## src/rtl/button_event_decoder_if.sv

```systemverilog
// Button level in, decoded event pulses out, between the debounce stage and the lock logic.
// The decoder takes the slave side; the upstream/test side takes the master side.
interface button_event_decoder_if;
  logic Button_in;
  logic press_out;
  logic short_out;
  logic long_out;
  logic repeat_out;
  logic release_out;
  logic held_out;

  modport master (
    output Button_in,
    input  press_out,
    input  short_out,
    input  long_out,
    input  repeat_out,
    input  release_out,
    input  held_out
  );

  modport slave (
    input  Button_in,
    output press_out,
    output short_out,
    output long_out,
    output repeat_out,
    output release_out,
    output held_out
  );
endinterface

```

## src/rtl/button_event_decoder.sv

```systemverilog
// Turns a debounced button level into registered one-cycle press/short/long/repeat/release
// pulses plus a held level, timed by an internal free-running tick prescaler.
module button_event_decoder #(
  parameter int CLK_DIV      = 62500,
  parameter int LONG_TICKS   = 800,
  parameter int REPEAT_TICKS = 160
) (
  input  logic                   clk_in,
  input  logic                   reset,
  button_event_decoder_if.slave  bus
);

  localparam int DIV_W  = (CLK_DIV > 1)      ? $clog2(CLK_DIV)      : 1;
  localparam int HOLD_W = (LONG_TICKS > 1)   ? $clog2(LONG_TICKS)   : 1;
  localparam int REP_W  = (REPEAT_TICKS > 1) ? $clog2(REPEAT_TICKS) : 1;

  localparam logic [DIV_W-1:0]  DIV_LAST  = DIV_W'(CLK_DIV - 32'sd1);
  localparam logic [DIV_W-1:0]  DIV_ONE   = DIV_W'(32'sd1);
  localparam logic [HOLD_W-1:0] HOLD_LAST = HOLD_W'(LONG_TICKS - 32'sd1);
  localparam logic [HOLD_W-1:0] HOLD_ONE  = HOLD_W'(32'sd1);
  localparam logic [REP_W-1:0]  REP_LAST  = REP_W'(REPEAT_TICKS - 32'sd1);
  localparam logic [REP_W-1:0]  REP_ONE   = REP_W'(32'sd1);

  typedef enum logic [1:0] {
    ST_IDLE      = 2'd0,
    ST_PRESSED   = 2'd1,
    ST_LONG_HELD = 2'd2
  } state_t;

  state_t             state_r;
  logic [DIV_W-1:0]   div_cnt_r;
  logic [HOLD_W-1:0]  hold_cnt_r;
  logic [REP_W-1:0]   rep_cnt_r;
  logic               btn_q_r;
  logic               press_r;
  logic               short_r;
  logic               long_r;
  logic               repeat_r;
  logic               release_r;
  logic               held_r;
  logic               tick_s;
  logic               rise_s;
  logic               fall_s;

  // Tick strobe and edge detect from the registered copy of the button level.
  always_comb begin
    tick_s = (div_cnt_r == DIV_LAST);
    rise_s = bus.Button_in & ~btn_q_r;
    fall_s = ~bus.Button_in & btn_q_r;
  end

  // Free-running prescaler (never restarted by a press) and button level register.
  always_ff @(posedge clk_in or posedge reset) begin
    if (reset) begin
      div_cnt_r <= '0;
      btn_q_r   <= 1'b0;
    end else begin
      div_cnt_r <= tick_s ? '0 : (div_cnt_r + DIV_ONE);
      btn_q_r   <= bus.Button_in;
    end
  end

  // Event state machine; every pulse defaults low so each lasts exactly one cycle.
  always_ff @(posedge clk_in or posedge reset) begin
    if (reset) begin
      state_r    <= ST_IDLE;
      hold_cnt_r <= '0;
      rep_cnt_r  <= '0;
      press_r    <= 1'b0;
      short_r    <= 1'b0;
      long_r     <= 1'b0;
      repeat_r   <= 1'b0;
      release_r  <= 1'b0;
      held_r     <= 1'b0;
    end else begin
      press_r   <= 1'b0;
      short_r   <= 1'b0;
      long_r    <= 1'b0;
      repeat_r  <= 1'b0;
      release_r <= 1'b0;
      case (state_r)
        ST_IDLE: begin
          // A tick coinciding with the press edge is deliberately not counted.
          if (rise_s) begin
            press_r    <= 1'b1;
            held_r     <= 1'b1;
            hold_cnt_r <= '0;
            state_r    <= ST_PRESSED;
          end else begin
            held_r     <= 1'b0;
          end
        end
        ST_PRESSED: begin
          if (fall_s) begin
            short_r   <= 1'b1;
            release_r <= 1'b1;
            held_r    <= 1'b0;
            state_r   <= ST_IDLE;
          end else if (tick_s) begin
            if (hold_cnt_r == HOLD_LAST) begin
              long_r    <= 1'b1;
              rep_cnt_r <= '0;
              state_r   <= ST_LONG_HELD;
            end else begin
              hold_cnt_r <= hold_cnt_r + HOLD_ONE;
            end
          end else begin
            hold_cnt_r <= hold_cnt_r;
          end
        end
        ST_LONG_HELD: begin
          if (fall_s) begin
            release_r <= 1'b1;
            held_r    <= 1'b0;
            state_r   <= ST_IDLE;
          end else if (tick_s) begin
            if (rep_cnt_r == REP_LAST) begin
              repeat_r  <= 1'b1;
              rep_cnt_r <= '0;
            end else begin
              rep_cnt_r <= rep_cnt_r + REP_ONE;
            end
          end else begin
            rep_cnt_r <= rep_cnt_r;
          end
        end
        default: begin
          held_r  <= 1'b0;
          state_r <= ST_IDLE;
        end
      endcase
    end
  end

  assign bus.press_out   = press_r;
  assign bus.short_out   = short_r;
  assign bus.long_out    = long_r;
  assign bus.repeat_out  = repeat_r;
  assign bus.release_out = release_r;
  assign bus.held_out    = held_r;

endmodule

```

## src/flat_wrapper.sv

```systemverilog
// flat-port wrapper written by rule: the top's interface ports become plain ports
module button_event_decoder_flat 
#(
  parameter int CLK_DIV      = 62500,
  parameter int LONG_TICKS   = 800,
  parameter int REPEAT_TICKS = 160
)
  (clk_in, reset, bus_Button_in, bus_press_out, bus_short_out, bus_long_out, bus_repeat_out, bus_release_out, bus_held_out);
  button_event_decoder_if bus_i ();
  input  logic clk_in;
  input  logic reset;
  input wire logic [$bits(bus_i.Button_in)-1:0] bus_Button_in;
  output wire logic [$bits(bus_i.press_out)-1:0] bus_press_out;
  output wire logic [$bits(bus_i.short_out)-1:0] bus_short_out;
  output wire logic [$bits(bus_i.long_out)-1:0] bus_long_out;
  output wire logic [$bits(bus_i.repeat_out)-1:0] bus_repeat_out;
  output wire logic [$bits(bus_i.release_out)-1:0] bus_release_out;
  output wire logic [$bits(bus_i.held_out)-1:0] bus_held_out;
  assign bus_i.Button_in = bus_Button_in;
  assign bus_press_out = bus_i.press_out;
  assign bus_short_out = bus_i.short_out;
  assign bus_long_out = bus_i.long_out;
  assign bus_repeat_out = bus_i.repeat_out;
  assign bus_release_out = bus_i.release_out;
  assign bus_held_out = bus_i.held_out;
  button_event_decoder #(.CLK_DIV(CLK_DIV), .LONG_TICKS(LONG_TICKS), .REPEAT_TICKS(REPEAT_TICKS)) u_core (.clk_in(clk_in), .reset(reset), .bus(bus_i));
endmodule
```

## config.mk

```make
export PLATFORM = sky130hd
export DESIGN_NAME = button_event_decoder_flat
export DESIGN_NICKNAME = d
export VERILOG_FILES = /design/src/rtl/button_event_decoder_if.sv /design/src/rtl/button_event_decoder.sv /design/src/flat_wrapper.sv
export SDC_FILE = /design/constraint.sdc
export NUM_CORES = 1
export LEC_CHECK = 0
export CAP_MARGIN = 20
export CORE_MARGIN = 3
export CORE_UTILIZATION = 45
export DETAILED_ROUTE_END_ITERATION = 8
export GPL_TIMING_DRIVEN = 0
export PLACE_DENSITY_LB_ADDON = 0.12
export SLEW_MARGIN = 10
export SYNTH_ARGS = -nofsm -noshare
export SYNTH_HDL_FRONTEND = slang
export SYNTH_SLANG_ARGS = --single-unit
```

## constraint.sdc

```tcl
create_clock -name clk_in -period 3.1 [get_ports clk_in]
set_input_delay 0.465 -clock clk_in [delete_from_list [all_inputs] [get_ports clk_in]]
set_output_delay 0.465 -clock clk_in [all_outputs]
set_load 0.01 [all_outputs]
```

==> impl_metrics.yaml <==
run_status:
  outcome: "complete, no violations"
grt:
  grt_start_max_net_pins: 26
  grt_usage_pct: 15.5
  first_global_vias: 1601
  grt_pass1_wl_um: 7520
  grt-ovfl-total: 0
  grt_antenna_before_repair: 0
setup_path:
  timing.rr.end: "u_core.rep_cnt_r[4]$_DFFE_PP0P_"
  path_class: "reg2reg"
  required_ps: 3280
  r2r_cells: 9
  critPathLaunchType: "flop"
  worstSetupEndpointType: "flop"
  crit_start: "u_core.state_r[1]$_DFFE_PP0P_"
  path_max_fanout: 10
  crit_end: "u_core.rep_cnt_r[4]$_DFFE_PP0P_"
  arrival_ps: 2520
  reg2reg_slack_ps: 760
  reg2reg_from: "u_core.state_r[1]$_DFFE_PP0P_"
cts:
  cts_max_level: 2
  cts_tree: "done"
  cts_resized: 0
  cts.sinks: 43
  cts-root-buf: "clkbuf_8"
  clkSlewWorstSetupHoldPaths_ps: 80
  clkLatencyLatePin_ps: 290
  post-cts-setup-buffer-count: 0
  hold_buffers: 0
  clockBufferDepth: 2
  cts_buffers: 5
drt:
  wl_per_cell_um: 13.6
  vias: 1651
  vias_per_cell: 5.34
  drt_iter0_markers: 81
  postRouteAntennaNets: 0
  route.detailed.drc: 0
  wirelength_um: 4210
  dr.pass1.iters: 4
sta:
  rsz0062_at_grt: "no"
  hold_viol_final: 0
  period_share_pct: 75.5
  fin_setup_tns_ps: 0
  fmax_mhz: 427
  max_slew.worst_pin.slew_ps: 604
  setup_viol: 0
  fin_worst_skew_ps: 11.6
  min_period_ps: 2340
  slew_headroom_pct: 59.2
  maxSlewViolCount: 0
finish:
  final_cell_area_um2: 2540
  num_antenna_cells: 0
  postLayoutCoreUtil_pct: 53.0
  synthToLayoutAreaGrowth_pct: 12.6
  nets: 250
  final_common_cell: "dfrtp_1"
  n_fill_cell: 441
  mostFrequentLayoutCells: "43 x dfrtp_1, 21 x nand2_1, 16 x o21ai_0"
  multi_input_area_um2: 1120
  regArea_um2: 1080
  drive_gt1_share_pct: 10.3
synthesis:
  syn_area_per_cell_um2: 10.0
  ys_seq_area_share_pct: 47.8
  synth_top_family_by_area: "simple AND/OR/NAND/NOR gates"
  synth_fa_ha_area_share_pct: 3.33
  synth-main-ff-cell: "dfrtp_1"
  synth_cell_types: 52
  syn_inst: 225
  synthArstFlopShare_pct: 100
  synth_xor_area_share_pct: 5.44
  synth_compound_area_share_pct: 12.1
  netlist_area_um2: 2250
  yosysWarnings: 0
  muxShareOfSynthArea_pct: 3.16
  synth_edf_count: 0
  synthesis.nets: 234
  synth_seq_cells: 43
  synth-simple-area-share_pct: 25.6
placement:
  port_buffers: 8
  hpwl_um: 3020
  place_area_um2: 2440
  globalplace.congestion: 0.808
floorplan:
  die-area_um2: 5890
  start_util_pct: 47.1
  core_area_um2: 4790
  row_count: 25
  ios: 9
  die_h_um: 76.8
  die_x_um: 76.8
power:
  powerDensity_nw_per_um2: 464
  vdd_drop_max_uv: 311
  p_leak_nw: 1.09
flow_run:
  cap_violations: 0
min_path:
  hold_path_class: "in2async"
==> state kept, by name, indices dropped and copies added, names as in the netlist <==
signal / flops
u_core.div_cnt_r: 16
u_core.hold_cnt_r: 10
u_core.rep_cnt_r: 8
u_core.state_r: 2
u_core.btn_q_r: 1
u_core.bus.held_out: 1
u_core.bus.long_out: 1
u_core.bus.press_out: 1
u_core.bus.release_out: 1
u_core.bus.repeat_out: 1
u_core.bus.short_out: 1
==> final cells by class <==
type | instances | share of cell area (%)
Buffer | 4 | 0.986
Clock buffer | 8 | 3.94
Inverter | 9 | 1.33
Multi-Input combinational cell | 169 | 44.1
Sequential cell | 43 | 42.4
Tap cell | 67 | 3.30
Timing Repair Buffer | 9 | 3.94
==> how the worst min path moves through the flow <==
stage / startpoint / end / cells after the start
finish: reset / u_core.div_cnt_r[12]$_DFF_PP0_ / 2
global route: reset / u_core.div_cnt_r[12]$_DFF_PP0_ / 2
CTS: reset / u_core.div_cnt_r[12]$_DFF_PP0_ / 2
detailed placement: u_core.div_cnt_r[11]$_DFF_PP0_ / u_core.div_cnt_r[11]$_DFF_PP0_ / 1
global placement: u_core.div_cnt_r[11]$_DFF_PP0_ / u_core.div_cnt_r[11]$_DFF_PP0_ / 1
floorplan: u_core.div_cnt_r[11]$_DFF_PP0_ / u_core.div_cnt_r[11]$_DFF_PP0_ / 1
==> critical path, stage by stage (launching register included) <==
cell	delay (ps)
dfrtp_1	410
inv_1	80
ha_1	140
buf_2	220
inv_2	120
o41a_1	450
or3_1	370
clkbuf_2	170
o21ai_0	180
o31ai_1	90
==> layer usage <==
metal	share of wire [%]	vias to the layer above	global-route usage [%]	wire length, µm
met5	0	-	0	0
met4	0.90	0	4.35	38
met3	3.3	5	3.17	140
met2	43	32	23.7	1810
met1	53	768	22.3	2210
li1	-	846	-	-
==> metrics by stage <==
stage          power (mW)  hold WS [ps]  setup slack [ps]  cells
3_5_place_dp        0.802           470               590    301
5_1_grt              1.25           506               570    309
2_1_floorplan       0.737           448              1020    225
3_3_place_gp        0.796           471               613    300
6_report             1.18           476               760    309
4_1_cts              1.20           484               747    309
==> synth_stat cells (all sizes together), types with 3 or more instances <==
cell type | count | share of area [%]
ha | 6 | 3.3
o31ai | 4 | 1.3
nor4b | 3 | 1.2
xnor2 | 6 | 2.3
nand3 | 12 | 2.7
dfrtp | 43 | 48
or3 | 3 | 0.89
nand2b | 5 | 1.4
nor3 | 8 | 1.8
inv | 9 | 1.5
and3 | 9 | 2.7
o21ai | 18 | 4.0
a21oi | 3 | 0.67
mux2i | 6 | 2.7
nand4 | 4 | 1.4
o41ai | 3 | 1.2
xor2 | 8 | 3.1
and2 | 4 | 1.1
and4 | 3 | 1.2
nand2 | 22 | 4.0
nor2 | 15 | 2.5
==> cell families after synthesis <==
family / Yosys count
compound gates: 42
xor+xnor: 14
fa+ha+maj: 6
buf+inv: 13
flops: 43
mux: 7
simple gates: 100
==> where the power goes <==
part | internal [mW] | switching [mW]
clock network | 0.204 | 0.184
registers | 0.577 | 0.00710
logic | 0.0805 | 0.126
total | 0.861 | 0.317
No activity file was read; power rests on OpenSTA's default activity.
